==> config.mk <==
export PLATFORM = sky130hd
export DESIGN_NAME = sprite_commit_ctrl
export DESIGN_NICKNAME = d
export VERILOG_FILES = /design/src/rtl/game_pkg.sv /design/src/rtl/sync_fall_det.sv /design/src/rtl/sprite_commit_ctrl.sv
export SDC_FILE = /design/constraint.sdc
export NUM_CORES = 1
export LEC_CHECK = 0
export CAP_MARGIN = 20
export CORE_ASPECT_RATIO = 1.4
export CORE_MARGIN = 2
export CORE_UTILIZATION = 35
export DETAILED_ROUTE_END_ITERATION = 6
export PLACE_DENSITY = 0.58
export SLEW_MARGIN = 20
export SYNTH_ARGS = -nofsm -noshare
export SYNTH_HDL_FRONTEND = slang
export SYNTH_SLANG_ARGS = --single-unit
export TNS_END_PERCENT = 30
==> constraint.sdc <==
create_clock -name master_clk -period 3.87 [get_ports master_clk]
set_input_delay 0.774 -clock master_clk [delete_from_list [all_inputs] [get_ports master_clk]]
set_output_delay 0.774 -clock master_clk [all_outputs]
set_load 0.005 [all_outputs]
==> src/rtl/game_pkg.sv <==
// Shared definitions for the game display path: coordinate widths, sprite IDs and the
// commit FSM state encoding.
package game_pkg;

  localparam int unsigned X_W = 10;
  localparam int unsigned Y_W = 9;

  localparam logic [1:0] SPR_PLAYER = 2'd0;
  localparam logic [1:0] SPR_ENEMY  = 2'd1;
  localparam logic [1:0] SPR_BULLET = 2'd2;

  typedef enum logic [1:0] {
    StIdle   = 2'd0,
    StCommit = 2'd1,
    StDone   = 2'd2
  } state_e;

endpackage

==> src/rtl/sync_fall_det.sv <==
// Two-flop synchroniser for an asynchronous level input followed by a registered
// one-cycle pulse on each falling edge of the synchronised value.
module sync_fall_det (
  input  logic clk_i,
  input  logic rst_ni,
  input  logic async_i,
  output logic fall_o
);

  logic meta_q, meta_d;
  logic sync_q, sync_d;
  logic prev_q, prev_d;
  logic fall_q, fall_d;

  always_comb begin
    meta_d = async_i;
    sync_d = meta_q;
    prev_d = sync_q;
    fall_d = prev_q & ~sync_q;
  end

  // Chain resets high so an idle-high input does not fake an edge on reset release.
  always_ff @(posedge clk_i or negedge rst_ni) begin
    if (!rst_ni) begin
      meta_q <= 1'b1;
      sync_q <= 1'b1;
      prev_q <= 1'b1;
      fall_q <= 1'b0;
    end else begin
      meta_q <= meta_d;
      sync_q <= sync_d;
      prev_q <= prev_d;
      fall_q <= fall_d;
    end
  end

  assign fall_o = fall_q;

endmodule

==> src/rtl/sprite_commit_ctrl.sv <==
// Sprite position commit controller: processor writes land in shadow registers and dirty
// entries are copied to the renderer-visible registers only at vertical blank.
module sprite_commit_ctrl
  import game_pkg::*;
#(
  parameter int unsigned NUM_SPR   = 3,
  parameter int unsigned X_W       = game_pkg::X_W,
  parameter int unsigned Y_W       = game_pkg::Y_W,
  parameter int unsigned FRAME_DIV = 1
) (
  input  logic                   master_clk,
  input  logic                   resetn,
  input  logic                   vga_vsync,
  input  logic                   wr_valid,
  output logic                   wr_ready,
  input  logic [1:0]             wr_id,
  input  logic [X_W-1:0]         wr_x,
  input  logic [Y_W-1:0]         wr_y,
  output logic [NUM_SPR*X_W-1:0] act_x,
  output logic [NUM_SPR*Y_W-1:0] act_y,
  output logic [NUM_SPR-1:0]     dirty,
  output logic                   commit_pulse,
  output logic [15:0]            frame_cnt,
  output logic                   err_id,
  output logic                   overrun
);

  localparam int unsigned     IdxW    = (NUM_SPR > 1) ? $clog2(NUM_SPR) : 1;
  localparam logic [IdxW-1:0] IdxLast = IdxW'(NUM_SPR - 1);
  localparam logic [7:0]      DivLast = 8'(FRAME_DIV - 1);

  state_e                 state_q, state_d;
  logic [IdxW-1:0]        idx_q, idx_d;
  logic [NUM_SPR*X_W-1:0] sh_x_q, sh_x_d, act_x_q, act_x_d;
  logic [NUM_SPR*Y_W-1:0] sh_y_q, sh_y_d, act_y_q, act_y_d;
  logic [NUM_SPR-1:0]     dirty_q, dirty_d;
  logic [7:0]             div_q, div_d;
  logic [15:0]            frame_cnt_q, frame_cnt_d;
  logic                   pulse_q, pulse_d;
  logic                   err_q, err_d;
  logic                   ovr_q, ovr_d;
  logic                   vb_edge, eligible, wr_fire;

  sync_fall_det u_vsync_det (
    .clk_i  (master_clk),
    .rst_ni (resetn),
    .async_i(vga_vsync),
    .fall_o (vb_edge)
  );

  assign wr_ready = (state_q == StIdle);
  assign wr_fire  = wr_valid & wr_ready;

  always_comb begin
    state_d     = state_q;
    idx_d       = idx_q;
    sh_x_d      = sh_x_q;
    sh_y_d      = sh_y_q;
    act_x_d     = act_x_q;
    act_y_d     = act_y_q;
    dirty_d     = dirty_q;
    div_d       = div_q;
    frame_cnt_d = frame_cnt_q;
    pulse_d     = 1'b0;
    err_d       = err_q;
    ovr_d       = ovr_q;
    eligible    = 1'b0;

    // Frame counting and division run in every state.
    if (vb_edge) begin
      frame_cnt_d = frame_cnt_q + 16'd1;
      if (div_q == DivLast) begin
        div_d    = 8'd0;
        eligible = 1'b1;
      end else begin
        div_d = div_q + 8'd1;
      end
    end

    // Out-of-range IDs complete the handshake but only raise the sticky error.
    if (wr_fire) begin
      for (int unsigned i = 0; i < NUM_SPR; i++) begin
        if (32'(wr_id) == i) begin
          sh_x_d[i*X_W +: X_W] = wr_x;
          sh_y_d[i*Y_W +: Y_W] = wr_y;
          dirty_d[i]           = 1'b1;
        end
      end
      if (32'(wr_id) >= NUM_SPR) begin
        err_d = 1'b1;
      end
    end

    unique case (state_q)
      StIdle: begin
        if (eligible) begin
          state_d = StCommit;
          idx_d   = '0;
        end
      end
      StCommit: begin
        for (int unsigned i = 0; i < NUM_SPR; i++) begin
          if ((32'(idx_q) == i) && dirty_q[i]) begin
            act_x_d[i*X_W +: X_W] = sh_x_q[i*X_W +: X_W];
            act_y_d[i*Y_W +: Y_W] = sh_y_q[i*Y_W +: Y_W];
            dirty_d[i]            = 1'b0;
          end
        end
        if (idx_q == IdxLast) begin
          state_d = StDone;
        end else begin
          idx_d = idx_q + 1'b1;
        end
        if (vb_edge) begin
          ovr_d = 1'b1;
        end
      end
      StDone: begin
        pulse_d = 1'b1;
        state_d = StIdle;
        if (vb_edge) begin
          ovr_d = 1'b1;
        end
      end
      default: state_d = StIdle;
    endcase
  end

  always_ff @(posedge master_clk or negedge resetn) begin
    if (!resetn) begin
      state_q     <= StIdle;
      idx_q       <= '0;
      sh_x_q      <= '0;
      sh_y_q      <= '0;
      act_x_q     <= '0;
      act_y_q     <= '0;
      dirty_q     <= '0;
      div_q       <= 8'd0;
      frame_cnt_q <= 16'd0;
      pulse_q     <= 1'b0;
      err_q       <= 1'b0;
      ovr_q       <= 1'b0;
    end else begin
      state_q     <= state_d;
      idx_q       <= idx_d;
      sh_x_q      <= sh_x_d;
      sh_y_q      <= sh_y_d;
      act_x_q     <= act_x_d;
      act_y_q     <= act_y_d;
      dirty_q     <= dirty_d;
      div_q       <= div_d;
      frame_cnt_q <= frame_cnt_d;
      pulse_q     <= pulse_d;
      err_q       <= err_d;
      ovr_q       <= ovr_d;
    end
  end

  assign act_x        = act_x_q;
  assign act_y        = act_y_q;
  assign dirty        = dirty_q;
  assign commit_pulse = pulse_q;
  assign frame_cnt    = frame_cnt_q;
  assign err_id       = err_q;
  assign overrun      = ovr_q;

endmodule

* Yosys cells after proc, flatten, opt, wreduce, memory -nomap -nowiden
Index checks and enable logic that the tools add are counted.
** Cells by class
- Add/sub/neg operators :: 3
- Reductions and logical operators :: 19
- Bitwise logic cells :: 3
- Muxes and demuxes :: 18
- Equal/unequal tests :: 9
- Order comparisons :: 1
** Operators by type and width (number)
- AND reduction 2 bit :: 9
- adder 16 x 1 -> 16 bit (second input constant) :: 1
- 2-to-1 mux 1 bit :: 9
- adder 8 x 1 -> 8 bit (second input constant) :: 1
- logical NOT 8 bit :: 1
- 2-to-1 mux 2 bit :: 4
- 2-to-1 mux 8 bit :: 1
- case mux 2 bit (2 select lines) :: 2
- == test 2 x 1 -> 1 bit (second input constant) :: 3
- == test 2 bit (second input constant) :: 3
- logical NOT 2 bit :: 3
- 2-to-1 mux 3 bit :: 2
- != test 2 bit (second input constant) :: 2
- logical AND 1 bit :: 3
- AND reduction 3 bit :: 1
- adder 2 x 1 -> 2 bit (second input constant) :: 1
- bitwise AND 1 bit :: 2
- greater-or-equal comparator 2 bit (second input constant) :: 1
- != test 2 x 1 -> 1 bit (second input constant) :: 1
- nonzero test 2 bit :: 1
- OR reduction 2 bit :: 1
- NOT 1 bit :: 1
** Storage, ports and cells
- Output and inout bits :: 80
- Bits of input ports :: 25
- Bits in registers :: 152
- Logic and storage cells :: 77

* Longest topological paths before layout
Gate-level depths: netlist of the first run.
- Depth after elaboration :: 5
- Depth in mapped cells :: 7
- Depth with buffers taken out :: 6

* Hierarchy
Synthesis of the first run repeated with hierarchy kept, for this count alone.
** Unflattened totals
- Cells, all modules :: 394
- Area total of the unflattened synthesis :: 5935.7 um^2
** Modules (own cells, without submodules)
- sprite_commit_ctrl :: cells an instance 389, area an instance 5818.1 um^2, sequential area each 3703.6 um^2, instances 1
- sync_fall_det :: cells an instance 5, area an instance 117.6 um^2, sequential area each 103.8 um^2, instances 1

* Worst setup path after synthesis of the first run
Ideal clock, no wire load.
- Path type :: register -> register
- Start :: register state_q[0]
- End :: register sh_x_q[9]
- Path buffers :: 1
- Required time :: 3.745 ns
- Setup slack :: 2.185 ns
- Period minus slack after synthesis :: 1.685 ns
- Setup time :: 0.125 ns
- Arrival time :: 1.560 ns
- Cell stages (with the launch flop) :: 7
- Path through :: dfrtp_1 inv_1 ha_1 nand2_1 nor3_1 buf_2 mux2_2
** Between the ends
- Longest elaborated chain between the ends :: 3
** Ends and longest elaborated chain
- start: declaration :: RTL line sprite_commit_ctrl.sv:32 : state_e state_q, state_d;
- start signal: assignment :: RTL line sprite_commit_ctrl.sv:131 : state_q <= StIdle;
- start signal: assignment :: RTL line sprite_commit_ctrl.sv:144 : state_q <= state_d;
- logical NOT 2 bit :: RTL line sprite_commit_ctrl.sv:51 : assign wr_ready = (state_q == StIdle);
- named net wr_ready :: RTL line sprite_commit_ctrl.sv:15 : output logic wr_ready,
- bitwise AND 1 bit :: RTL line sprite_commit_ctrl.sv:52 : assign wr_fire = wr_valid & wr_ready;
- AND reduction 2 bit (no line)
- end signal: assignment :: RTL line sprite_commit_ctrl.sv:133 : sh_x_q <= '0;
- end signal: assignment :: RTL line sprite_commit_ctrl.sv:146 : sh_x_q <= sh_x_d;
- end: declaration :: RTL line sprite_commit_ctrl.sv:34 : logic [NUM_SPR*X_W-1:0] sh_x_q, sh_x_d, act_x_q, act_x_d;
The timed path passes the listed nets, and every way through them passes these cells.
A chain may end at the register's enable or synchronous reset.

* Final worst setup path of the first run
- Start :: register state_q[0]
- End :: output wr_ready
** Between the ends
- Longest elaborated chain between the ends :: 1
** Ends and longest elaborated chain (RTL line)
- logical NOT 2 bit :: sprite_commit_ctrl.sv:51
- end: declaration :: sprite_commit_ctrl.sv:15
No other way between the ends.

==> results.tsv, run 1 <==
stage	metric	value	unit
run_status	status	completed	
power_and_ir_drop	ir_drop	0.395	mV
clocking	cts_buffers	17	
sta	fin_ws	1270	ps
die	die_x	114	um
worst_setup_path	worstPathRequired	3100	ps
detailed_routing	via_count	3541	
placed_design	dpl.cell_count	692	
synth	yosysMostFrequentCell	dfrtp_1	
global_route	grt_max_degree	94	
detailed_routing	drtPass1Iterations	4	
worst_setup_path	critical_path_class	reg2out	
die	num_rows	56	
layout	drive_above_1_share	0.315	
sta	setup-tns-final	0	ps
worst_setup_path	start_kind	flip-flop	
sta	worst_slew_pin_slew	1020	ps
global_route	grt_pass1_wl	20100	um
layout	fillers	1532	
worst_setup_path	reg2reg_from	state_q[0]	
sta	fmax	0.385	GHz
worst_setup_path	cp_max_fo	6	
synth	synth_edf_count	0	
flow_run	maxCapViolations	0	
worst_setup_path	critical_path_arrival	1830	ps
sta	whs	359	ps
layout	finalInstanceArea	7800	um^2
sta	grt_setup_unrepaired	no	
synth	synth_top_family_by_area	multiplexers	
clocking	cts-root-buf	clkbuf_16	
clocking	cts_hold_buf	0	
sta	slew_viol_final	0	
worst_setup_path	end_kind	output pin	
layout	final_core_util	0.468	
layout	final_cells	724	
synth	syn_nets	427	
synth	async_flop_share	1.00	
placed_design	dp_hpwl	8140	um
synth	ys_warn_count	0	
clocking	tritoncts	yes	
synth	ys_top_cells_by_area	dfrtp_1, mux2_2, ha_1, xnor2_1, dfstp_2	
synth	ys_top_cells_by_count	dfrtp_1, mux2_2, buf_2, nand3_1, xnor2_1	
clocking	cts.path.max_buffers	2	
synth	synth_cells	392	
power_and_ir_drop	finalPower	6.04	mW
synth	synthAdderAreaFrac	0.0211	
power_and_ir_drop	p_leak	3.43	nW
placed_design	dp_slack	1140	ps
layout	num-nets-final	543	
min_path	hp-class	reg2reg	
global_route	track_usage	0.145	
detailed_routing	postRouteAntennaNets	0	
sta	fin_crit_sh	0.672	
die	die_h	158	um
clocking	cts_sinks	152	
clocking	clk_latency	410	ps
global_route	grt_pass1_vias	3826	
clocking	post-cts-setup-buffer-count	0	
die	pin_count	105	
detailed_routing	via_per_inst	4.89	
layout	area_delta_synth_final	31.5	%
synth	yosysTopAreaCellShare	0.629	
synth	ys_seq_area_frac	0.642	
detailed_routing	first_iter_violations	100	
synth	syn-mean-instance-area	15.1	um^2
detailed_routing	drc	0	
clocking	clk_pin_slew	60	ps
synth	synth-seq-cells	152	
synth	post_synth_and_or_nand_nor_area_fraction	0.0473	
clocking	cts.repair.resized	0	
sta	period_needed	2600	ps
die	initial_utilization	0.355	
worst_setup_path	cp-startpoint	state_q[0]	
synth	yosys.area.top_type	dfrtp_1	
global_route	antenna_found_initial	0	
sta	slew_headroom	0.319	
synth	synthMuxAreaShare	0.220	
global_route	globalRouteOverflowTotal	0	
synth	synth_cell_types	34	
sta	hold_viol	0	
detailed_routing	wl	12300	um
die	die_area	18000	um^2
layout	diodes	0	
min_path	hold_start	u_vsync_det.meta_q	
placed_design	placedInstanceArea	7220	um^2
clocking	cts_htree_levels	4	
synth	synth_compound_area_frac	0.0217	
synth	synth_flop_cell	dfrtp_1	
synth	netlist_area	5930	um^2
power_and_ir_drop	p_per_area	775	nW/um^2
detailed_routing	wl_per_cell	17.0	um
synth	synthXorXnorAreaFrac	0.0296	
sta	clock_skew	9.66	ps
die	core_area	16700	um^2
placed_design	numPortBuffers	104	
placed_design	gp_congestion	0.775	
sta	finalSetupViolCount	0	
[final timing paths]
check	to	cells after the start	slack, ps
setup reg to reg	sh_x_q[17]	6	1520
setup / recovery	wr_ready	3	1270
min in group asynchronous	act_y[22]	1	420
hold reg to reg	u_vsync_det.prev_d	0	360
hold / removal	u_vsync_det.prev_d	0	360
max in group asynchronous	u_vsync_det.fall_o	2	2530
[sequential cells by signal (all words and copies together) (netlist names), 2 cells and up]
| name | count |
|---|---|
| sh_y_q | 27 |
| act_x | 30 |
| frame_cnt | 16 |
| act_y | 27 |
| sh_x_q | 30 |
| div_q | 8 |
| dirty | 3 |
| idx_q | 2 |
| state_q | 2 |
[report_power, final]
part / leakage [nW] / internal, mW / switching (mW)
Clock: 0.282 / 0.919 / 0.680
Combinational: 1.27 / 1.21 / 0.626
Sequential: 1.88 / 2.24 / 0.364
[layout make-up]
cell class,count,area (um^2),share of cell area
multi-input combinational,216,2020,0.260
timing repair buffer,111,1090,0.140
clock buffer,18,439,0.0563
clock inverter,14,139,0.0178
tap,203,254,0.0326
sequential,152,3810,0.488
inverter,10,37.5,0.00481
[routing by layer]
metal,share of wire,global-route usage,up-vias
met3,0.063,0.0467,12
li1,-,-,1610
met1,0.44,0.180,1837
met5,0,0,-
met4,0.016,0.0540,0
met2,0.48,0.237,82
[cell usage in the layout (no fill, tap or decap), drive strengths merged, types with 3 or more instances in the layout]
cell type and count:
dfrtp 149, mux2 115, clkdlybuf4s50 103, clkbuf 18, inv 16, xnor2 12
nand3 12, nand2 11, nor2 10, ha 10, nand4 8, xor2 8
buf 8, clkinv 5, o21ai 5, dfstp 3, nor3 3
[critical path, cell delays in order (launching register included)]
cell and delay (ps):
dfrtp_1 390, inv_1 130, ha_1 340, clkdlybuf4s50_1 570
[logic make-up (layout without fill, tap and decap cells)]
| family | Yosys count | after routing |
|---|---|---|
| adder cells (fa/ha/maj) | 10 | 10 |
| XOR/XNOR | 20 | 20 |
| multiplexers | 116 | 116 |
| AND/OR/NAND/NOR | 53 | 53 |
| flip-flops | 152 | 152 |
| AO/OA/AOI/OAI | 17 | 17 |
| buffers and inverters | 24 | 153 |
Power figures use the tool's default switching activity.
==> run 2, diff against run 1 <==
Settings changed: PLACE_DENSITY 0.58 to 0.6.
Clock period 3.87 ns to 2.35 ns, I/O delays scaled along.
==> results.tsv, run 2 (synthesized netlist as in run 1, its figures left out) <==
stage	metric	value	unit	change
clocking	cts_buffers	17		unchanged
power_and_ir_drop	p_int	7.32	mW	+68%
detailed_routing	wl	12200	um	-0.53%
clocking	cts_sinks	152		unchanged
run_status	status	completed		
detailed_routing	via_per_inst	4.85		-0.80%
global_route	grt_pass1_vias	3743		-2.2%
clocking	post-cts-setup-buffer-count	0		unchanged
worst_setup_path	start_kind	flip-flop		
sta	clock_skew	9.12	ps	-0.543 ps
layout	area_delta_synth_final	32.7	%	
sta	period_needed	2220	ps	
clocking	clk_pin_slew	70	ps	about the same
power_and_ir_drop	switching_share	0.274		-0.00301
sta	finalSetupViolCount	0		unchanged
layout	final_common_cell	dfrtp_1		
layout	final_cell_mix	dfrtp_1, mux2_2, clkdlybuf4s50_1		
global_route	antenna_found_initial	0		unchanged
die	core_area	16700	um^2	unchanged
detailed_routing	drc	0		unchanged
sta	fin_crit_sh	0.946		
layout	num-nets-final	548		+0.92%
placed_design	gp_congestion	0.738		-4.8%
layout	diodes	0		unchanged
global_route	track_usage	0.145		-0.000222
clocking	tritoncts	yes		
detailed_routing	drtPass1Iterations	4		unchanged
detailed_routing	postRouteAntennaNets	0		unchanged
flow_run	maxCapViolations	0		unchanged
detailed_routing	first_iter_violations	118		+18%
power_and_ir_drop	p_seq_frac	0.427		-0.005
power_and_ir_drop	ir_drop	0.601	mV	+52%
clocking	cts_htree_levels	4		unchanged
sta	fmax	0.450	GHz	
power_and_ir_drop	power_frac_comb	0.300		-0.003
power_and_ir_drop	p_switching	2.76	mW	+65%
power_and_ir_drop	p_leak	3.46	nW	+0.98%
placed_design	numPortBuffers	104		unchanged
detailed_routing	wl_per_cell	16.7	um	-1.2%
worst_setup_path	reg2reg_from	state_q[0]		
placed_design	placedInstanceArea	7260	um^2	+0.62%
sta	slew_viol_final	0		unchanged
sta	worst_slew_pin_slew	509	ps	-510 ps
die	die_area	18000	um^2	unchanged
detailed_routing	via_count	3537		-0.11%
layout	finalInstanceArea	7870	um^2	+0.90%
global_route	globalRouteOverflowTotal	0		unchanged
clocking	clk_latency	410	ps	about the same
die	initial_utilization	0.355		unchanged
min_path	hp-class	in2async		
worst_setup_path	rr_endpoint	sh_x_q[4]		
worst_setup_path	r2r_setup_slack	480	ps	-1040 ps
sta	hold_viol	0		unchanged
die	die_h	158	um	unchanged
die	num_rows	56		unchanged
clocking	cts.repair.resized	1		+1
worst_setup_path	end_kind	output pin		
placed_design	dp_hpwl	8230	um	+1.2%
clocking	cts.path.max_buffers	2		unchanged
sta	grt_setup_unrepaired	no		
worst_setup_path	critical_path_class	reg2out		
power_and_ir_drop	p_per_area	1280	nW/um^2	+65%
die	pin_count	105		unchanged
die	die_x	114	um	unchanged
sta	setup-tns-final	0	ps	unchanged
power_and_ir_drop	pwr-share-clk	0.272		+0.007
sta	slew_headroom	0.660		+0.341
global_route	grt_pass1_wl	20000	um	-0.48%
worst_setup_path	worstPathRequired	1880	ps	-1220 ps
clocking	cts-root-buf	clkbuf_16		
layout	drive_above_1_share	0.321		+0.00651
clocking	cts_hold_buf	0		unchanged
worst_setup_path	r2r_cells	6		unchanged
global_route	grt_max_degree	55		-41%
worst_setup_path	critical_path_arrival	1750	ps	-80 ps
worst_setup_path	cp_max_fo	6		unchanged
[run 2: layout make-up]
class | count | area, um^2
fillers | 1503 | 8810
flip-flops and latches | 152 | 3810
well taps | 203 | 254
multi-input cells | 216 | 2020
repair buffers | 116 | 1140
clock buffers | 18 | 439
clock inverters | 14 | 161
inverters | 10 | 37.5
[run 2: per-stage QoR]
step / util / power [mW] / instances / setup slack [ps] / hold slack [ps]
floorplan: - / 5.71 / 392 / 665 / 174
global placement: 0.436 / 7.31 / 697 / 361 / 346
detailed placement: 0.436 / 7.43 / 697 / 330 / 347
CTS: 0.472 / 10.2 / 729 / 90.5 / 3.16
global route: 0.472 / 10.7 / 729 / 44.8 / 21.4
finish: 0.472 / 10.1 / 729 / 127 / 2.85
[run 2: how the worst max path moves through the flow]
stage | start | end | slack (ps) | cells past startpoint
floorplan | state_q[0] | sh_x_q[9] | 660 | 6
global placement | wr_valid | sh_x_q[1] | 360 | 5
detailed placement | wr_valid | sh_y_q[4] | 330 | 5
CTS | state_q[0] | wr_ready | 90 | 3
global route | state_q[1] | wr_ready | 40 | 3
finish | state_q[0] | wr_ready | 130 | 3
[run 2: power by group through the flow]
stage	Combinational (mW)	Clock (mW)	Sequential [mW]
floorplan	1.48	0	4.24
global placement	2.99	0	4.32
detailed placement	3.06	0	4.36
CTS	3.10	2.82	4.32
global route	3.32	2.94	4.46
finish	3.03	2.74	4.31
[run 2: critical path, stage by stage, from the launching register on]
cell,delay (ps)
dfrtp_1,390
inv_1,130
ha_2,290
clkdlybuf4s50_1,540
[run 2: metal layers]
metal	track usage	vias up	wire length [um]
met1	0.184	1821	5380
met5	0	-	0
met4	0.0470	0	113
li1	-	1627	-
met2	0.233	81	6000
met3	0.0494	8	716
==> run 3, diff against run 2 <==
Settings changed: PLACE_DENSITY 0.6 to 0.58.
Clock period 2.35 ns to 2.85 ns, I/O delays scaled along.
==> results.tsv, run 3 (synthesized netlist as in run 1, its figures left out) <==
stage	metric	value	unit	change
run_status	status	completed		
layout	num-nets-final	547		-0.18%
clocking	clk_pin_slew	60	ps	about the same
power_and_ir_drop	ir_drop	0.540	mV	-10%
sta	grt_setup_unrepaired	no		
power_and_ir_drop	p_leak	3.48	nW	+0.48%
worst_setup_path	r2r_cells	5		-1
sta	hold_viol	0		unchanged
power_and_ir_drop	p_switching	2.25	mW	-18%
detailed_routing	first_iter_violations	145		+23%
global_route	grt_pass1_wl	19600	um	-2.0%
sta	slew_headroom	0.649		-0.0109
detailed_routing	via_per_inst	4.85		-0.12%
global_route	track_usage	0.143		-0.00167
sta	worst_slew_pin_slew	524	ps	+14.9 ps
layout	final_common_cell	dfrtp_1		
worst_setup_path	critical_path_class	reg2out		
detailed_routing	via_count	3528		-0.25%
placed_design	dp_hpwl	8150	um	-1.0%
sta	clock_skew	5.41	ps	-3.72 ps
global_route	antenna_found_initial	0		unchanged
worst_setup_path	rr_endpoint	act_y[11]		
worst_setup_path	r2r_setup_slack	820	ps	+340 ps
worst_setup_path	start_kind	flip-flop		
layout	area_delta_synth_final	33.0	%	
power_and_ir_drop	finalPower	8.35	mW	-17%
sta	fmax	0.421	GHz	
clocking	cts-root-buf	clkbuf_16		
placed_design	numPortBuffers	104		unchanged
clocking	post-cts-setup-buffer-count	0		unchanged
clocking	tritoncts	yes		
sta	fin_crit_sh	0.834		
clocking	cts_hold_buf	0		unchanged
sta	whs	102	ps	+99.5 ps
clocking	cts.repair.resized	0		-1
die	die_x	114	um	unchanged
power_and_ir_drop	pwr-share-clk	0.279		+0.007
placed_design	dp_slack	770	ps	+440 ps
worst_setup_path	endpoint	wr_ready		
worst_setup_path	end_kind	output pin		
global_route	grt_max_degree	57		+3.6%
worst_setup_path	cp_max_fo	6		unchanged
sta	fin_ws	473	ps	+346 ps
sta	slew_viol_final	0		unchanged
clocking	cts.path.max_buffers	2		unchanged
sta	setup-tns-final	0	ps	unchanged
clocking	clk_latency	420	ps	about the same
die	initial_utilization	0.355		unchanged
flow_run	maxCapViolations	0		unchanged
placed_design	gp_congestion	0.768		+4.2%
global_route	globalRouteOverflowTotal	0		unchanged
die	die_h	158	um	unchanged
die	die_area	18000	um^2	unchanged
power_and_ir_drop	p_per_area	1060	nW/um^2	-17%
clocking	cts_buffers	17		unchanged
detailed_routing	drtPass1Iterations	4		unchanged
power_and_ir_drop	p_int	6.10	mW	-17%
global_route	grt_pass1_vias	3694		-1.3%
die	core_area	16700	um^2	unchanged
power_and_ir_drop	switching_share	0.269		-0.00432
sta	finalSetupViolCount	0		unchanged
layout	drive_above_1_share	0.318		-0.00320
clocking	cts_sinks	152		unchanged
layout	diodes	0		unchanged
detailed_routing	drc	0		unchanged
worst_setup_path	cp-startpoint	state_q[0]		
die	num_rows	56		unchanged
worst_setup_path	reg2reg_from	state_q[1]		
worst_setup_path	critical_path_arrival	1810	ps	+60 ps
clocking	cts_htree_levels	4		unchanged
layout	final_cell_mix	dfrtp_1, mux2_2, clkdlybuf4s50_1		
detailed_routing	postRouteAntennaNets	0		unchanged
detailed_routing	wl	11800	um	-3.1%
detailed_routing	wl_per_cell	16.3	um	-2.9%
power_and_ir_drop	power_frac_comb	0.298		-0.002
min_path	hp-class	in2async		
power_and_ir_drop	p_seq_frac	0.423		-0.004
layout	final_core_util	0.473		+0.00112
worst_setup_path	worstPathRequired	2280	ps	+400 ps
die	pin_count	105		unchanged
sta	period_needed	2380	ps	
-- run 3: worst max-delay path, stage by stage (launching register included) --
cell	delay (ps)
dfrtp_1	390
inv_1	120
ha_1	320
clkdlybuf4s50_1	560
-- run 3: worst min path at each step --
stage / endpoint / depth (start not counted)
3_5_place_dp: u_vsync_det.prev_d / 0
2_1_floorplan: act_x[0] / 0
5_1_grt: act_y[19] / 1
6_report: act_y[13] / 1
3_3_place_gp: u_vsync_det.prev_d / 0
4_1_cts: act_y[19] / 1
-- run 3: layout make-up --
| cell class | count | area [um^2] |
|---|---|---|
| inverters | 10 | 37.5 |
| multi-input cells | 216 | 2020 |
| repair buffers | 115 | 1150 |
| well taps | 203 | 254 |
| flip-flops and latches | 152 | 3810 |
| fillers | 1523 | 8790 |
| clock buffers | 17 | 425 |
| clock inverters | 15 | 191 |
-- run 3: routing by layer --
layer  part of all wire  vias to the layer above  global-route usage
li1                   -                     1622                   -
met1               0.44                     1810               0.183
met2               0.48                       82               0.221
met3              0.063                       14              0.0517
met4              0.017                        0              0.0575
met5                  0                        -                   0
-- run 3: power groups by stage --
stage	logic (mW)	clock network, mW	registers [mW]
6_report	2.49	2.33	3.53
5_1_grt	2.73	2.50	3.66
4_1_cts	2.55	2.40	3.54
3_5_place_dp	2.54	0	3.57
3_3_place_gp	2.47	0	3.54
2_1_floorplan	1.22	0	3.49
-- run 3: stage by stage --
stage	instance area, um^2	cells
CTS	7890	728
detailed placement	7270	696
global route	7890	728
floorplan	5930	392
finish	7890	728
global placement	7270	696
==> variant 1, RTL diff (flow settings as in run 2) <==
Make the reset (`resetn` and `rst_ni`) synchronous in 2 clocked blocks. Comments in the files are not updated.
--- a/src/rtl/sync_fall_det.sv
+++ b/src/rtl/sync_fall_det.sv
@@ -20,7 +20,7 @@
   end
 
   // Chain resets high so an idle-high input does not fake an edge on reset release.
-  always_ff @(posedge clk_i or negedge rst_ni) begin
+  always_ff @(posedge clk_i) begin
     if (!rst_ni) begin
       meta_q <= 1'b1;
       sync_q <= 1'b1;
--- a/src/rtl/sprite_commit_ctrl.sv
+++ b/src/rtl/sprite_commit_ctrl.sv
@@ -126,7 +126,7 @@
     endcase
   end
 
-  always_ff @(posedge master_clk or negedge resetn) begin
+  always_ff @(posedge master_clk) begin
     if (!resetn) begin
       state_q     <= StIdle;
       idx_q       <= '0;
Check against the original RTL: differs if resetn is asserted again (counterexample within 4 cycles, from zero or initial values and one cycle with resetn low); with resetn held inactive, the same outputs for 4 cycles.
==> variant 1 against run 2 <==
Routed wire length up 15%. Critical path depth is the same. Sequential cell count unchanged. Clock skew rose by 0.00098 ns. Final area is 0.45% lower. Synthesized cell count rose by 75%. Sequential share of layout area decreased by 9.5 points. Area after synthesis rose by 0.65%. Worst setup slack improved by 0.090 ns.
Power is not compared: it rests on default switching activity, and its combinational part moved more than twofold at a synthesized area within 25%.
==> variant 1: results (changes against run 2) <==
metric,value,unit,change
Post-Syn Nets,722,,+69%
Post-synth ARST share,0,,-1.00
GRT Overall Usage,0.161,,+0.0161
clk_skew,0.0101,ns,+0.000982 ns
mux contribution to synthesized area,0.00839,,-0.212
largest net degree at the start of global routing,57,,+3.6%
clk_lat worst skew,0.42,ns,
Synth Flop Type,dfxtp_1,,
Synth Area in Compound Gates,0.164,,+0.142
"Avg Cell Area, Syn",8.68,um^2,-43%
# resized after CTS,0,,-1
R2R Path Start,state_q[1],,
Peak VDD IR,0.000537,V,
detailed-route via count,4778,,+35%
RePlAce Congestion,0.836,,+13%
worst hold stages,2,,
final WL,14.0,mm,+15%
Tightest Pin Transition,0.595,ns,+0.0852 ns
Worst Hold Path EP,u_vsync_det.fall_o,,
htree depth,4,,unchanged
R2R Setup Slk,0.51,ns,+0.03 ns
DR WL/cell,14.0,um,-16%
placed cells,970,,+39%
drt initial violations,279,,+140%
clock-pin slew on the worst setup and hold paths,0.06,ns,
WHS,0.411,ns,+0.408 ns
largest cells by area after synthesis,"dfxtp_1 (51%), nand2_1 (15%), a21boi_0 (12%), a21boi_1 (2.5%), ha_1 (2.1%)",,
1st-pass router iterations,5,,+1
Synth top cells by count,"nand2_1 (244), dfxtp_1 (152), a21boi_0 (96)",,
Netlist cell types,35,,+2.9%
layout cell share with drive strength beyond 1,0.0713,,-0.250
post-DP HPWL,10.3,mm,+25%
Post-Synth XOR/XNOR Area,0.0264,,-0.00313
vias in the first global route,4573,,+22%
Critical Path Fanout Max,3,,-3
status,completed,,
CTS Buf Count,17,,unchanged
initial antenna violation count,0,,unchanged
Hold WC Path Type,flop to flop,,
Post-Synth Adder-Cell Area,0.0210,,-0.000137
"Arr. time, crit path",1.66,ns,-0.09 ns
sequential-to-total area share from yosys stat,0.510,,-0.132
global-route wire length before repair,22.8,mm,+14%
Final nets,821,,+50%
worst r2r dst,act_x[28],,
root buffer cell,clkbuf_16,,
variant 1: final cells by class:
class                   instances  area, um^2
flip-flops and latches        152        3040
fillers                      1632        8910
well taps                     203         254
clock buffers                  18         429
inverters                      10        37.5
clock inverters                14         175
repair buffers                122        1190
multi-input cells             483        2710
variant 1: where the power goes:
group | leakage [nW] | internal, mW | switching, mW
sequential | 1.23 | 2.64 | 0.0404
combinational | 1.22 | 0.181 | 0.238
clock | 0.292 | 1.68 | 1.08
total | 2.75 | 4.50 | 1.36
variant 1: worst min-delay path, cell delays in order (launching register included):
cell	delay, ns
dfxtp_1	0.30
inv_1	0.04
nor2_1	0.03
variant 1: worst max path at each step:
stage                          start   endpoint  cells past startpoint
after global routing      state_q[0]   wr_ready                      3
final                     state_q[0]   wr_ready                      3
after floorplan           state_q[0]  sh_x_q[0]                      9
after global placement      wr_valid  sh_y_q[5]                      5
after detailed placement    wr_valid  sh_y_q[8]                      5
after CTS                 state_q[0]   wr_ready                      3
variant 1: kinds of logic (layout without fill, tap and decap cells):
logic type               count (synthesis)  count (layout)
AO/OA/AOI/OAI                          131             131
XOR/XNOR                                18              18
adder cells (fa/ha/maj)                 10              10
buffers and inverters                   52             164
flip-flops                             152             152
multiplexers                             5               5
AND/OR/NAND/NOR                        319             319
variant 1: routing by layer:
metal,global-route usage,share of wire
met5,0,0
met4,0.0668,0.021
met3,0.0411,0.041
met2,0.275,0.50
met1,0.192,0.44
variant 1: per-stage QoR:
step	util	instance area [um^2]	setup slack (ns)
finish	0.468	7830	0.216
global route	0.468	7830	0.138
CTS	0.468	7830	0.214
detailed placement	0.432	7230	0.201
global placement	0.432	7230	0.259
floorplan	-	5970	0.749
==> variant 2, RTL diff (settings of run 2) <==
Without the edit above. `NUM_SPR`: 3 -> 2.
--- a/src/rtl/sprite_commit_ctrl.sv
+++ b/src/rtl/sprite_commit_ctrl.sv
@@ -3,7 +3,7 @@
 module sprite_commit_ctrl
   import game_pkg::*;
 #(
-  parameter int unsigned NUM_SPR   = 3,
+  parameter int unsigned NUM_SPR   = 2,
   parameter int unsigned X_W       = game_pkg::X_W,
   parameter int unsigned Y_W       = game_pkg::Y_W,
   parameter int unsigned FRAME_DIV = 1
Interface: changed (resized act_x, act_y and dirty); port bits go from 105 to 85. The function was not compared with the original's and may differ.
==> variant 2 against run 2 <==
Power down 34%. Area after synthesis shrank 26%. Worst setup slack gained 0.020 ns. Worst hold slack gained 0.14 ns. Sequential cell count is 40 lower. Final area shrank 26%. Final cell count decreased by 25%. Die area decreased by 25%. Routed wire length fell by 32%. Critical path type unchanged. Largest power group unchanged.
==> variant 2: results (changes against run 2) <==
metric,value,unit,change
status,completed,,
detailed-route via count,2622,,-26%
IO buf count,84,,-19%
M2 GR Usage,0.215,,-0.0183
worst r2r dst,sh_y_q[7],,
# resized after CTS,0,,-1
Peak VDD IR,0.000472,V,-22%
"Arr. time, crit path",1.73,ns,-0.02 ns
post-synth top area share,0.623,,-0.00623
RePlAce Congestion,0.691,,-6.4%
layout cell share with drive strength beyond 1,0.281,,-0.0406
met3 Usage GRT,0.0365,,-0.0129
placed cells,533,,-24%
placed cell areas,5480,um^2,-25%
Metal-1 WL,3.63,mm,-33%
WHS,0.138,ns,+0.135 ns
clk_lat worst skew,0.35,ns,-0.06 ns
largest net degree at the start of global routing,49,,-11%
Fmax,454,MHz,+0.89%
sequential-to-total area share from yosys stat,0.641,,-0.00153
Pleak,2.56,nW,-26%
DR WL met2,4.16,mm,-31%
drt initial violations,33,,-72%
final non-filler cell total,549,,-25%
htree depth,3,,-1
GRT Overall Usage,0.132,,-0.0132
gate count after technology mapping,297,,-24%
Synth top cells by count,"dfrtp_1 (109), mux2_2 (75), xnor2_1 (15)",,
met1 Resource Use GR,0.166,,-0.0178
DR WL/cell,15.1,um,-10%
clk_skew,0.00714,ns,-0.00198 ns
Final nets,426,,-22%
Netlist cell types,32,,-5.9%
## variant 2: changes by cell type in the layout (fill, tap and decap cells not counted), moves of 4 or more
cell and change:
inv_6 -4, mux2_2 -40, nand3_1 -5, dfrtp_1 -40, clkdlybuf4s50_1 -20, clkbuf_16 -8
## variant 2: final cells by class
| class | count | area (um^2) | share of cell area |
|---|---|---|---|
| Sequential cell | 112 | 2810 | 0.484 |
| Multi-Input combinational cell | 167 | 1510 | 0.260 |
| Timing Repair Buffer | 94 | 938 | 0.162 |
| Clock buffer | 10 | 239 | 0.0413 |
| Tap cell | 150 | 188 | 0.0324 |
| Clock inverter | 6 | 77.6 | 0.0134 |
| Inverter | 10 | 37.5 | 0.00648 |
## variant 2: logic make-up after synthesis
| kind of cell | after synthesis | share of synthesized area |
|---|---|---|
| compound gates | 12 | 0.0183 |
| buf+inv | 18 | 0.0163 |
| fa+ha+maj | 7 | 0.0200 |
| mux | 80 | 0.206 |
| xor+xnor | 20 | 0.0400 |
| flops | 112 | 0.641 |
| simple gates | 48 | 0.0586 |
## variant 2: critical path, cell delays in order (launching register included)
cell and delay [ns]:
dfrtp_1 0.41, inv_1 0.11, ha_1 0.32, clkdlybuf4s50_1 0.56
## variant 2: worst max path at each step
stage | cells after the start | from | end
after CTS | 3 | state_q[0] | wr_ready
after detailed placement | 5 | wr_valid | sh_y_q[7]
after global placement | 5 | wr_valid | sh_x_q[8]
after floorplan | 7 | state_q[1] | act_x[0]
final | 3 | state_q[0] | wr_ready
after global routing | 3 | state_q[1] | wr_ready
## variant 2: where the power goes
part	leakage (nW)	total (mW)	internal, mW	switching (mW)
registers	1.39	3.07	2.66	0.408
clock network	0.156	1.59	0.873	0.714
logic	1.01	2.01	1.37	0.638
total	2.56	6.67	4.91	1.76
